[config.mk]
export PLATFORM = sky130hd
export DESIGN_NAME = axi4lite_mst_flat
export DESIGN_NICKNAME = d
export VERILOG_FILES = /design/src/rtl/axi4lite_mst_if.sv /design/src/rtl/axi4lite_mst.sv /design/src/flat_wrapper.sv
export SDC_FILE = /design/constraint.sdc
export NUM_CORES = 1
export LEC_CHECK = 0
export ABC_CLOCK_PERIOD_IN_PS = 1700
export CORE_ASPECT_RATIO = 0.75
export CORE_MARGIN = 3
export CORE_UTILIZATION = 35
export CTS_BUF_LIST = sky130_fd_sc_hd__clkbuf_8
export CTS_CLUSTER_DIAMETER = 80
export DETAILED_ROUTE_END_ITERATION = 6
export GPL_TIMING_DRIVEN = 0
export PLACE_DENSITY = 0.81
export SLEW_MARGIN = 20
export SYNTH_ARGS = -nofsm -noshare
export SYNTH_HDL_FRONTEND = slang
export SYNTH_SLANG_ARGS = --single-unit
[constraint.sdc]
create_clock -name s_axi_clk -period 1.7 [get_ports s_axi_clk]
set_clock_uncertainty 0.1 [all_clocks]
set_input_delay 0.34 -clock s_axi_clk [delete_from_list [all_inputs] [get_ports s_axi_clk]]
set_output_delay 0.34 -clock s_axi_clk [all_outputs]
set_load 0.01 [all_outputs]
[src/rtl/axi4lite_mst_if.sv]
// axi4lite_mst_if: AXI4-Lite bus bundle between the axi4lite_mst initiator and a register slave.
// Channel signal names follow AXI4-Lite with the m_axi_ prefix carried by the instance name.
interface axi4lite_mst_if #(
    parameter int ADDR_WIDTH = 32,
    parameter int DATA_WIDTH = 32
);
    logic [ADDR_WIDTH-1:0]   awaddr;
    logic [2:0]              awprot;
    logic                    awvalid;
    logic                    awready;

    logic [DATA_WIDTH-1:0]   wdata;
    logic [DATA_WIDTH/8-1:0] wstrb;
    logic                    wvalid;
    logic                    wready;

    logic [1:0]              bresp;
    logic                    bvalid;
    logic                    bready;

    logic [ADDR_WIDTH-1:0]   araddr;
    logic [2:0]              arprot;
    logic                    arvalid;
    logic                    arready;

    logic [DATA_WIDTH-1:0]   rdata;
    logic [1:0]              rresp;
    logic                    rvalid;
    logic                    rready;

    modport master (
        output awaddr, awprot, awvalid,
        input  awready,
        output wdata, wstrb, wvalid,
        input  wready,
        input  bresp, bvalid,
        output bready,
        output araddr, arprot, arvalid,
        input  arready,
        input  rdata, rresp, rvalid,
        output rready
    );

    modport slave (
        input  awaddr, awprot, awvalid,
        output awready,
        input  wdata, wstrb, wvalid,
        output wready,
        output bresp, bvalid,
        input  bready,
        input  araddr, arprot, arvalid,
        output arready,
        output rdata, rresp, rvalid,
        input  rready
    );
endinterface

[src/rtl/axi4lite_mst.sv]
// axi4lite_mst: single-outstanding command port turned into AXI4-Lite read/write transactions.
// Define AXI4LITE_MST_ERRCNT_EN to build the saturating error-response counter behind err_cnt.
//
// state      | meaning
// -----------+-----------------------------------------------------------
// ST_IDLE    | cmd_ready high, waiting for a command
// ST_WR      | AW and W offered, each dropped after its own handshake
// ST_WR_RESP | bready high, waiting for the write response
// ST_RD      | arvalid held until arready
// ST_RD_DATA | rready high, waiting for read data
module axi4lite_mst #(
    parameter int ADDR_WIDTH = 32,
    parameter int DATA_WIDTH = 32
) (
    input  logic                    s_axi_clk,
    input  logic                    s_axi_resetn,
    input  logic                    cmd_valid,
    output logic                    cmd_ready,
    input  logic                    cmd_wr,
    input  logic [ADDR_WIDTH-1:0]   cmd_addr,
    input  logic [DATA_WIDTH-1:0]   cmd_wdata,
    input  logic [DATA_WIDTH/8-1:0] cmd_wstrb,
    output logic                    rsp_valid,
    output logic [DATA_WIDTH-1:0]   rsp_rdata,
    output logic [1:0]              rsp_resp,
    output logic                    busy,
    output logic [15:0]             err_cnt,
    input  logic                    err_cnt_clr,
    axi4lite_mst_if.master          m_axi
);
    typedef enum logic [2:0] {
        ST_IDLE,
        ST_WR,
        ST_WR_RESP,
        ST_RD,
        ST_RD_DATA
    } state_t;

    state_t                  r_state;
    logic                    r_awvalid;
    logic                    r_wvalid;
    logic                    r_bready;
    logic                    r_arvalid;
    logic                    r_rready;
    logic [ADDR_WIDTH-1:0]   r_addr;
    logic [DATA_WIDTH-1:0]   r_wdata;
    logic [DATA_WIDTH/8-1:0] r_wstrb;
    logic                    r_rsp_valid;
    logic [DATA_WIDTH-1:0]   r_rsp_rdata;
    logic [1:0]              r_rsp_resp;

    logic                    w_aw_done;
    logic                    w_w_done;

    // A channel counts as done once its valid is low or it handshakes this cycle.
    assign w_aw_done = !r_awvalid || m_axi.awready;
    assign w_w_done  = !r_wvalid  || m_axi.wready;

    always_ff @(posedge s_axi_clk or negedge s_axi_resetn) begin
        if (!s_axi_resetn) begin
            r_state     <= ST_IDLE;
            r_awvalid   <= 1'b0;
            r_wvalid    <= 1'b0;
            r_bready    <= 1'b0;
            r_arvalid   <= 1'b0;
            r_rready    <= 1'b0;
            r_addr      <= '0;
            r_wdata     <= '0;
            r_wstrb     <= '0;
            r_rsp_valid <= 1'b0;
            r_rsp_rdata <= '0;
            r_rsp_resp  <= 2'b00;
        end else begin
            r_rsp_valid <= 1'b0;
            case (r_state)
                ST_IDLE: begin
                    if (cmd_valid) begin
                        r_addr  <= cmd_addr;
                        r_wdata <= cmd_wdata;
                        r_wstrb <= cmd_wstrb;
                        if (cmd_wr) begin
                            r_awvalid <= 1'b1;
                            r_wvalid  <= 1'b1;
                            r_state   <= ST_WR;
                        end else begin
                            r_arvalid <= 1'b1;
                            r_state   <= ST_RD;
                        end
                    end
                end
                ST_WR: begin
                    if (r_awvalid && m_axi.awready) begin
                        r_awvalid <= 1'b0;
                    end
                    if (r_wvalid && m_axi.wready) begin
                        r_wvalid <= 1'b0;
                    end
                    if (w_aw_done && w_w_done) begin
                        r_bready <= 1'b1;
                        r_state  <= ST_WR_RESP;
                    end
                end
                ST_WR_RESP: begin
                    if (m_axi.bvalid) begin
                        r_bready    <= 1'b0;
                        r_rsp_valid <= 1'b1;
                        r_rsp_rdata <= '0;
                        r_rsp_resp  <= m_axi.bresp;
                        r_state     <= ST_IDLE;
                    end
                end
                ST_RD: begin
                    if (m_axi.arready) begin
                        r_arvalid <= 1'b0;
                        r_rready  <= 1'b1;
                        r_state   <= ST_RD_DATA;
                    end
                end
                ST_RD_DATA: begin
                    if (m_axi.rvalid) begin
                        r_rready    <= 1'b0;
                        r_rsp_valid <= 1'b1;
                        r_rsp_rdata <= m_axi.rdata;
                        r_rsp_resp  <= m_axi.rresp;
                        r_state     <= ST_IDLE;
                    end
                end
                default: begin
                    r_state <= ST_IDLE;
                end
            endcase
        end
    end

    assign cmd_ready = (r_state == ST_IDLE);
    assign busy      = (r_state != ST_IDLE);
    assign rsp_valid = r_rsp_valid;
    assign rsp_rdata = r_rsp_rdata;
    assign rsp_resp  = r_rsp_resp;

    assign m_axi.awaddr  = r_addr;
    assign m_axi.awprot  = 3'b000;
    assign m_axi.awvalid = r_awvalid;
    assign m_axi.wdata   = r_wdata;
    assign m_axi.wstrb   = r_wstrb;
    assign m_axi.wvalid  = r_wvalid;
    assign m_axi.bready  = r_bready;
    assign m_axi.araddr  = r_addr;
    assign m_axi.arprot  = 3'b000;
    assign m_axi.arvalid = r_arvalid;
    assign m_axi.rready  = r_rready;

`ifdef AXI4LITE_MST_ERRCNT_EN
    logic        w_cpl;
    logic [1:0]  w_cpl_resp;
    logic [15:0] r_err_cnt;

    assign w_cpl      = ((r_state == ST_WR_RESP) && m_axi.bvalid) ||
                        ((r_state == ST_RD_DATA) && m_axi.rvalid);
    assign w_cpl_resp = (r_state == ST_WR_RESP) ? m_axi.bresp : m_axi.rresp;

    // Clear has priority over an increment landing on the same edge.
    always_ff @(posedge s_axi_clk or negedge s_axi_resetn) begin
        if (!s_axi_resetn) begin
            r_err_cnt <= 16'h0000;
        end else if (err_cnt_clr) begin
            r_err_cnt <= 16'h0000;
        end else if (w_cpl && (w_cpl_resp != 2'b00) && (r_err_cnt != 16'hFFFF)) begin
            r_err_cnt <= r_err_cnt + 16'h0001;
        end
    end

    assign err_cnt = r_err_cnt;
`else
    logic w_unused_err_cnt_clr;

    assign w_unused_err_cnt_clr = err_cnt_clr;
    assign err_cnt              = 16'h0000;
`endif
endmodule

[src/flat_wrapper.sv]
// flat-port wrapper written by rule: the top's interface ports become plain ports
module axi4lite_mst_flat 
#(
    parameter int ADDR_WIDTH = 32,
    parameter int DATA_WIDTH = 32
)
  (s_axi_clk, s_axi_resetn, cmd_valid, cmd_ready, cmd_wr, cmd_addr, cmd_wdata, cmd_wstrb, rsp_valid, rsp_rdata, rsp_resp, busy, err_cnt, err_cnt_clr, m_axi_awaddr, m_axi_awprot, m_axi_awvalid, m_axi_awready, m_axi_wdata, m_axi_wstrb, m_axi_wvalid, m_axi_wready, m_axi_bresp, m_axi_bvalid, m_axi_bready, m_axi_araddr, m_axi_arprot, m_axi_arvalid, m_axi_arready, m_axi_rdata, m_axi_rresp, m_axi_rvalid, m_axi_rready);
  axi4lite_mst_if #(.ADDR_WIDTH(ADDR_WIDTH), .DATA_WIDTH(DATA_WIDTH)) m_axi_i ();
  input  logic s_axi_clk;
  input  logic s_axi_resetn;
  input  logic cmd_valid;
  output logic cmd_ready;
  input  logic cmd_wr;
  input  logic [ADDR_WIDTH-1:0] cmd_addr;
  input  logic [DATA_WIDTH-1:0] cmd_wdata;
  input  logic [DATA_WIDTH/8-1:0] cmd_wstrb;
  output logic rsp_valid;
  output logic [DATA_WIDTH-1:0] rsp_rdata;
  output logic [1:0] rsp_resp;
  output logic busy;
  output logic [15:0] err_cnt;
  input  logic err_cnt_clr;
  output wire logic [$bits(m_axi_i.awaddr)-1:0] m_axi_awaddr;
  output wire logic [$bits(m_axi_i.awprot)-1:0] m_axi_awprot;
  output wire logic [$bits(m_axi_i.awvalid)-1:0] m_axi_awvalid;
  input wire logic [$bits(m_axi_i.awready)-1:0] m_axi_awready;
  output wire logic [$bits(m_axi_i.wdata)-1:0] m_axi_wdata;
  output wire logic [$bits(m_axi_i.wstrb)-1:0] m_axi_wstrb;
  output wire logic [$bits(m_axi_i.wvalid)-1:0] m_axi_wvalid;
  input wire logic [$bits(m_axi_i.wready)-1:0] m_axi_wready;
  input wire logic [$bits(m_axi_i.bresp)-1:0] m_axi_bresp;
  input wire logic [$bits(m_axi_i.bvalid)-1:0] m_axi_bvalid;
  output wire logic [$bits(m_axi_i.bready)-1:0] m_axi_bready;
  output wire logic [$bits(m_axi_i.araddr)-1:0] m_axi_araddr;
  output wire logic [$bits(m_axi_i.arprot)-1:0] m_axi_arprot;
  output wire logic [$bits(m_axi_i.arvalid)-1:0] m_axi_arvalid;
  input wire logic [$bits(m_axi_i.arready)-1:0] m_axi_arready;
  input wire logic [$bits(m_axi_i.rdata)-1:0] m_axi_rdata;
  input wire logic [$bits(m_axi_i.rresp)-1:0] m_axi_rresp;
  input wire logic [$bits(m_axi_i.rvalid)-1:0] m_axi_rvalid;
  output wire logic [$bits(m_axi_i.rready)-1:0] m_axi_rready;
  assign m_axi_awaddr = m_axi_i.awaddr;
  assign m_axi_awprot = m_axi_i.awprot;
  assign m_axi_awvalid = m_axi_i.awvalid;
  assign m_axi_i.awready = m_axi_awready;
  assign m_axi_wdata = m_axi_i.wdata;
  assign m_axi_wstrb = m_axi_i.wstrb;
  assign m_axi_wvalid = m_axi_i.wvalid;
  assign m_axi_i.wready = m_axi_wready;
  assign m_axi_i.bresp = m_axi_bresp;
  assign m_axi_i.bvalid = m_axi_bvalid;
  assign m_axi_bready = m_axi_i.bready;
  assign m_axi_araddr = m_axi_i.araddr;
  assign m_axi_arprot = m_axi_i.arprot;
  assign m_axi_arvalid = m_axi_i.arvalid;
  assign m_axi_i.arready = m_axi_arready;
  assign m_axi_i.rdata = m_axi_rdata;
  assign m_axi_i.rresp = m_axi_rresp;
  assign m_axi_i.rvalid = m_axi_rvalid;
  assign m_axi_rready = m_axi_i.rready;
  axi4lite_mst #(.ADDR_WIDTH(ADDR_WIDTH), .DATA_WIDTH(DATA_WIDTH)) u_core (.s_axi_clk(s_axi_clk), .s_axi_resetn(s_axi_resetn), .cmd_valid(cmd_valid), .cmd_ready(cmd_ready), .cmd_wr(cmd_wr), .cmd_addr(cmd_addr), .cmd_wdata(cmd_wdata), .cmd_wstrb(cmd_wstrb), .rsp_valid(rsp_valid), .rsp_rdata(rsp_rdata), .rsp_resp(rsp_resp), .busy(busy), .err_cnt(err_cnt), .err_cnt_clr(err_cnt_clr), .m_axi(m_axi_i));
endmodule
---- Word-level counts from Yosys, hierarchy flattened ----
Index checks and enable logic that the tools add are counted.
cells by class
  equal/unequal tests ..................... 13
  multiplexer cells ....................... 32
  reductions and logical operators ........ 22
operator list
  operator              count
  $mux W32              2
  $pmux W32 S2          1
  $mux W3               5
  $pmux W3 S5           1
  $mux W1               13
  $pmux W1 S2           6
  $reduce_and A4 Y1     3
  $ne A2 B2 Y1 const B  5
  $reduce_bool A2 Y1    5
  $reduce_and A3 Y1     3
  $ne A2 B1 Y1 const B  4
  $eq A3 B2 Y1 const B  2
  $mux W2               3
  $reduce_and A5 Y1     1
  $pmux W2 S2           1
  $eq A3 B1 Y1 const B  1
  $eq A3 B3 Y1 const B  1
  $logic_and A1 B1 Y1   3
  $logic_not A3 Y1      1
  $reduce_bool A3 Y1    1
  $logic_not A1 Y1      2
  $logic_or A1 B1 Y1    2
  $reduce_and A2 Y1     1
storage, ports and cells
  bits in registers ....................... 111
  bits of input ports ..................... 114
  output and inout port bits .............. 164
  word-level logic and storage cells ...... 79

---- Logic depth before layout (Yosys ltp) ----
  depth after elaboration ................. 5
  depth in mapped cells ................... 6
  mapped depth without buffers ............ 3

---- Least setup slack after synthesis ----
OpenSTA, ideal clock, no wires.
  path type ............................... reg-to-reg
  from .................................... register u_core.r_state[2]
  to ...................................... register u_core.r_addr[0], in the netlist u_core.m_axi.araddr[0]
  setup time .............................. 0.125 ns
  data arrival time ....................... 1.497 ns
  slack ................................... -0.022 ns
  cell stages (with the launch flop) ...... 5
  buffers on the path ..................... 2
  period minus slack after synthesis ...... 1.722 ns
  cells stage by stage .................... dfrtp_1 -> buf_4 -> nor4b_4 -> buf_6 -> mux2_2
between the ends
  longest elaborated chain between the ends .. 2
RTL lines
  what                         line                source
  from (decl)                  axi4lite_mst.sv:39  state_t r_state;
  from (signal assigned)       axi4lite_mst.sv:61  r_state <= ST_IDLE;
  from (signal assigned)       axi4lite_mst.sv:84  r_state <= ST_WR;
  from (signal assigned)       axi4lite_mst.sv:87  r_state <= ST_RD;
  $logic_not A3 Y1             axi4lite_mst.sv:75  case (r_state)
  $reduce_and A2 Y1 (no line)  --
  to (signal assigned)         axi4lite_mst.sv:78  r_addr <= cmd_addr;
  to (decl)                    axi4lite_mst.sv:45  logic [ADDR_WIDTH-1:0] r_addr;
Every way passes these cells.
A chain may end at the register's enable or synchronous reset.

---- Worst setup path in the final report ----
  from .................................... register u_core.r_state[2]
  to ...................................... register u_core.r_wstrb[1], in the netlist u_core.m_axi.wstrb[1]
between the ends
  longest elaborated chain between the ends .. 2
RTL lines
  what                         line                source
  $logic_not A3 Y1             axi4lite_mst.sv:75
  $reduce_and A2 Y1 (no line)  --
  to (signal assigned)         axi4lite_mst.sv:80  r_wstrb <= cmd_wstrb;
  to (decl)                    axi4lite_mst.sv:47  logic [DATA_WIDTH/8-1:0] r_wstrb;
Every way passes these cells.

==> summary.md <==
| Metric | Value |
|---|---|
| Port Buf Inserts | 254 |
| Die Wd | around 140 um |
| Vias in the first global route | 3902 |
| CP top delay family | buffers and inverters |
| Sink Count | 111 |
| Antenna cells | 0 |
| Synthesized flop and latch total | 111 |
| Final min period | approximately 1.8 ns |
| Failing checks | negative setup slack |
| Launch point of the worst reg-to-reg path | u_core.r_state[2] |
| Clk_lat worst skew | approximately 0.38 ns |
| Clock buffer count from CTS | 9 |
| Total congestion overflow | 0 |
| Number of enable flip-flop cells after synthesis | 0 |
| Post-Syn Instances | about 330 |
| H-tree Lvls | 3 |
| Synth Area per Inst | 14.4 um2 |
| Wire per inst | 17.3 um |
| Vias per cell | 4.53 |
| Fraction of registers with async set/reset | 100% |
| Worst Path Required | 1.86 ns |
| Cells after DPL | 767 |
| Gr usage total | 18.5% |
| Critical Path End Type | flop |
| DR iter-0 viols | roughly 120 |
| Syn. warnings | 0 |
| Root Buffer | clkbuf_8 |
| CP startpoint | u_core.r_state[2] |
| Worst path arrival time | roughly 2.0 ns |
| Slowest CP cell | dfrtp_1 |
| Largest net degree at the start of global routing | 67 |
| Initial antenna violation count | 0 |
| Vias | 3655 |
| RD Place Congestion | 0.847 |
| Area of the core | 12700 um2 |
| First-pass GRT wire length | 21700 um |
| Final worst path period share | 108% |
| Startpoint Class | flop |
| 1st-pass router iterations | 4 |
| DIE HEIGHT | between 100 and 150 um |
| CTS tree | done |
| Net count, final | 750 |
| Fin cells | 806 |
| Synthesized area | 4680 um2 |
| Share of layout cells above drive strength 1 | roughly 30% |
| Crit Path Category | flop to flop |
| Leak pwr | between 3 and 4 nW |
| Power per cell area | 1670 nW/um2 |
| Ranking of synthesized cells by area | dfrtp_1, mux2_2, buf_4 |
| Post-synthesis sequential area ratio | between 50% and 60% |
| Synthesis-to-finish area growth | 71.1% |
| Max VDD drop | 0.000846 V |
| # setup viols final | about 100 |
| WP buf/inv | 3 |
| WL final | 13900 um |
| Final hold violation count | 0 |
| Critical-path cell list | buf_6, nor4b_4, buf_12, bufbuf_16, mux2_2 |
| Critical Path Fanout Max | 9 |
| Ys flop type | dfrtp_1 |
| Max-slew violation count | 0 |
| Hold/Removal Path Class | primary input to asynchronous set/reset pin |
| Status | complete, but fails checks |
| Finished Core Util | around 63% |
| Setup ws final | -0.142 ns |
| Synth top area share | 59.4% |
| Initial Utilization | 36.9% |
| Reg clk slew, reported paths | about 0.12 ns |
| Yosys cell types | 26 |
| CTS Buffer Depth | 2 |
| Unrepaired setup endpoints after global routing | true |
| Post-synth top cells | dfrtp_1, mux2_2, buf_4, a22o_1, mux2_4 |
| Fmax | 543 MHz |
| Most numerous cell in the Yosys netlist | dfrtp_1 |
| Antenna viol nets, final | 0 |
| Post-synth top area cell | dfrtp_1 |
| Max-cap violations | 0 |
| Rows | 35 |
| Die area | between 10000 and 15000 um2 |
| Overall power | about 0.013 W |
| Remaining DRCs | 0 |
| CP max stage delay | 0.40 ns |
| Place WS | -0.735 ns |
| Post-DP HPWL | 10200 um |
| I/O pins | approximately 280 |
## routing by layer
metal  global-route usage (%)  wire length (um)  up-vias
li1                         -                 -     1691
met1                     22.1              5460     1792
met2                     31.9              7140      164
met3                     7.69              1230        8
met4                     2.93                88        0
met5                        0                 0        -
## cell families (layout without fill, tap and decap cells)
kind of cell           Yosys count  in the layout  synth area share [%]
other                            1             22                0.0802
multiplexers                    72             72                  18.0
flip-flops                     111            111                  59.4
AO/OA/AOI/OAI                   47             48                  8.22
AND/OR/NAND/NOR                 18             18                  2.49
buffers and inverters           76            369                  11.8
## through the flow
step | cell area [um2] | setup TNS, ns | hold WS (ns)
detailed placement | 7540 | -61.52 | 0.197
global placement | 7510 | -502.02 | 0.378
CTS | 7870 | -4.62 | 0.337
global route | 8000 | -12.42 | 0.362
finish | 8000 | -7.08 | 0.331
floorplan | 4760 | -1.05 | -0.0556
## registers in the layout, summed over array words and instances, names as in the netlist
register	count
u_core.m_axi.arvalid	1
u_core.m_axi.wdata	32
u_core.m_axi.wstrb	4
u_core.r_state	3
u_core.rsp_rdata	32
u_core.rsp_valid	1
u_core.m_axi.bready	1
u_core.m_axi.araddr	32
u_core.rsp_resp	2
u_core.m_axi.wvalid	1
u_core.m_axi.awvalid	1
u_core.m_axi.rready	1
## cell type report
cell class              count  area (um2)
plain buffers              70         594
clock buffers              10         138
clock inverters             5        40.0
fillers                  1008        4650
inverters                   5        18.8
multi-input cells         160        1520
flip-flops and latches    111        2780
well taps                 166         208
repair buffers            279        2710
## cell usage in the layout, fill, tap and decap left out, drive strengths merged
cell,instances
dlygate4sd3,1
nand2,4
nor4b,1
conb,22
a311oi,1
a21o,2
nand3b,3
a31o,1
inv,9
a31oi,3
o21ai,1
clkbuf,15
nand2b,3
dlygate4sd2,131
bufbuf,2
buf,90
a21oi,4
nor2,4
a221oi,1
dfrtp,111
mux2,72
clkdlybuf4s50,111
o2bb2ai,2
nor3b,1
and3b,1
clkinv,1
nor3,1
a22o,33
clkdlybuf4s15,9
## timing repair
item / in CTS / in global routing
endpoints found under the setup margin: 237 / 113
cloned: 2 / 4
gates resized for setup: 188 / 16
buffers inserted: 13 / 5
pin swaps: 22 / 6
hold endpoints to repair: 45 / 0
hold buffers: 1 / 0
## final timing paths
kind | slack, ns | end | cells past startpoint
min | 0.33 | u_core.m_axi.wdata[18] | 2
max in group asynchronous | 0.48 | u_core.m_axi.araddr[0] | 3
min reg2reg | 0.41 | u_core.m_axi.wdata[13] | 1
min in group s_axi_clk | 0.41 | u_core.m_axi.wdata[13] | 1
max | -0.14 | u_core.m_axi.wstrb[1] | 5
max reg2reg | -0.14 | u_core.m_axi.wstrb[1] | 5
## power breakdown
part	total, W	switching [W]	internal, W	leakage, nW
clock	0.00150	0.000919	0.000586	0.0939
combinational	0.00724	0.00287	0.00437	2.48
sequential	0.00462	0.000760	0.00386	1.37
(Power assumes the default switching activity.)
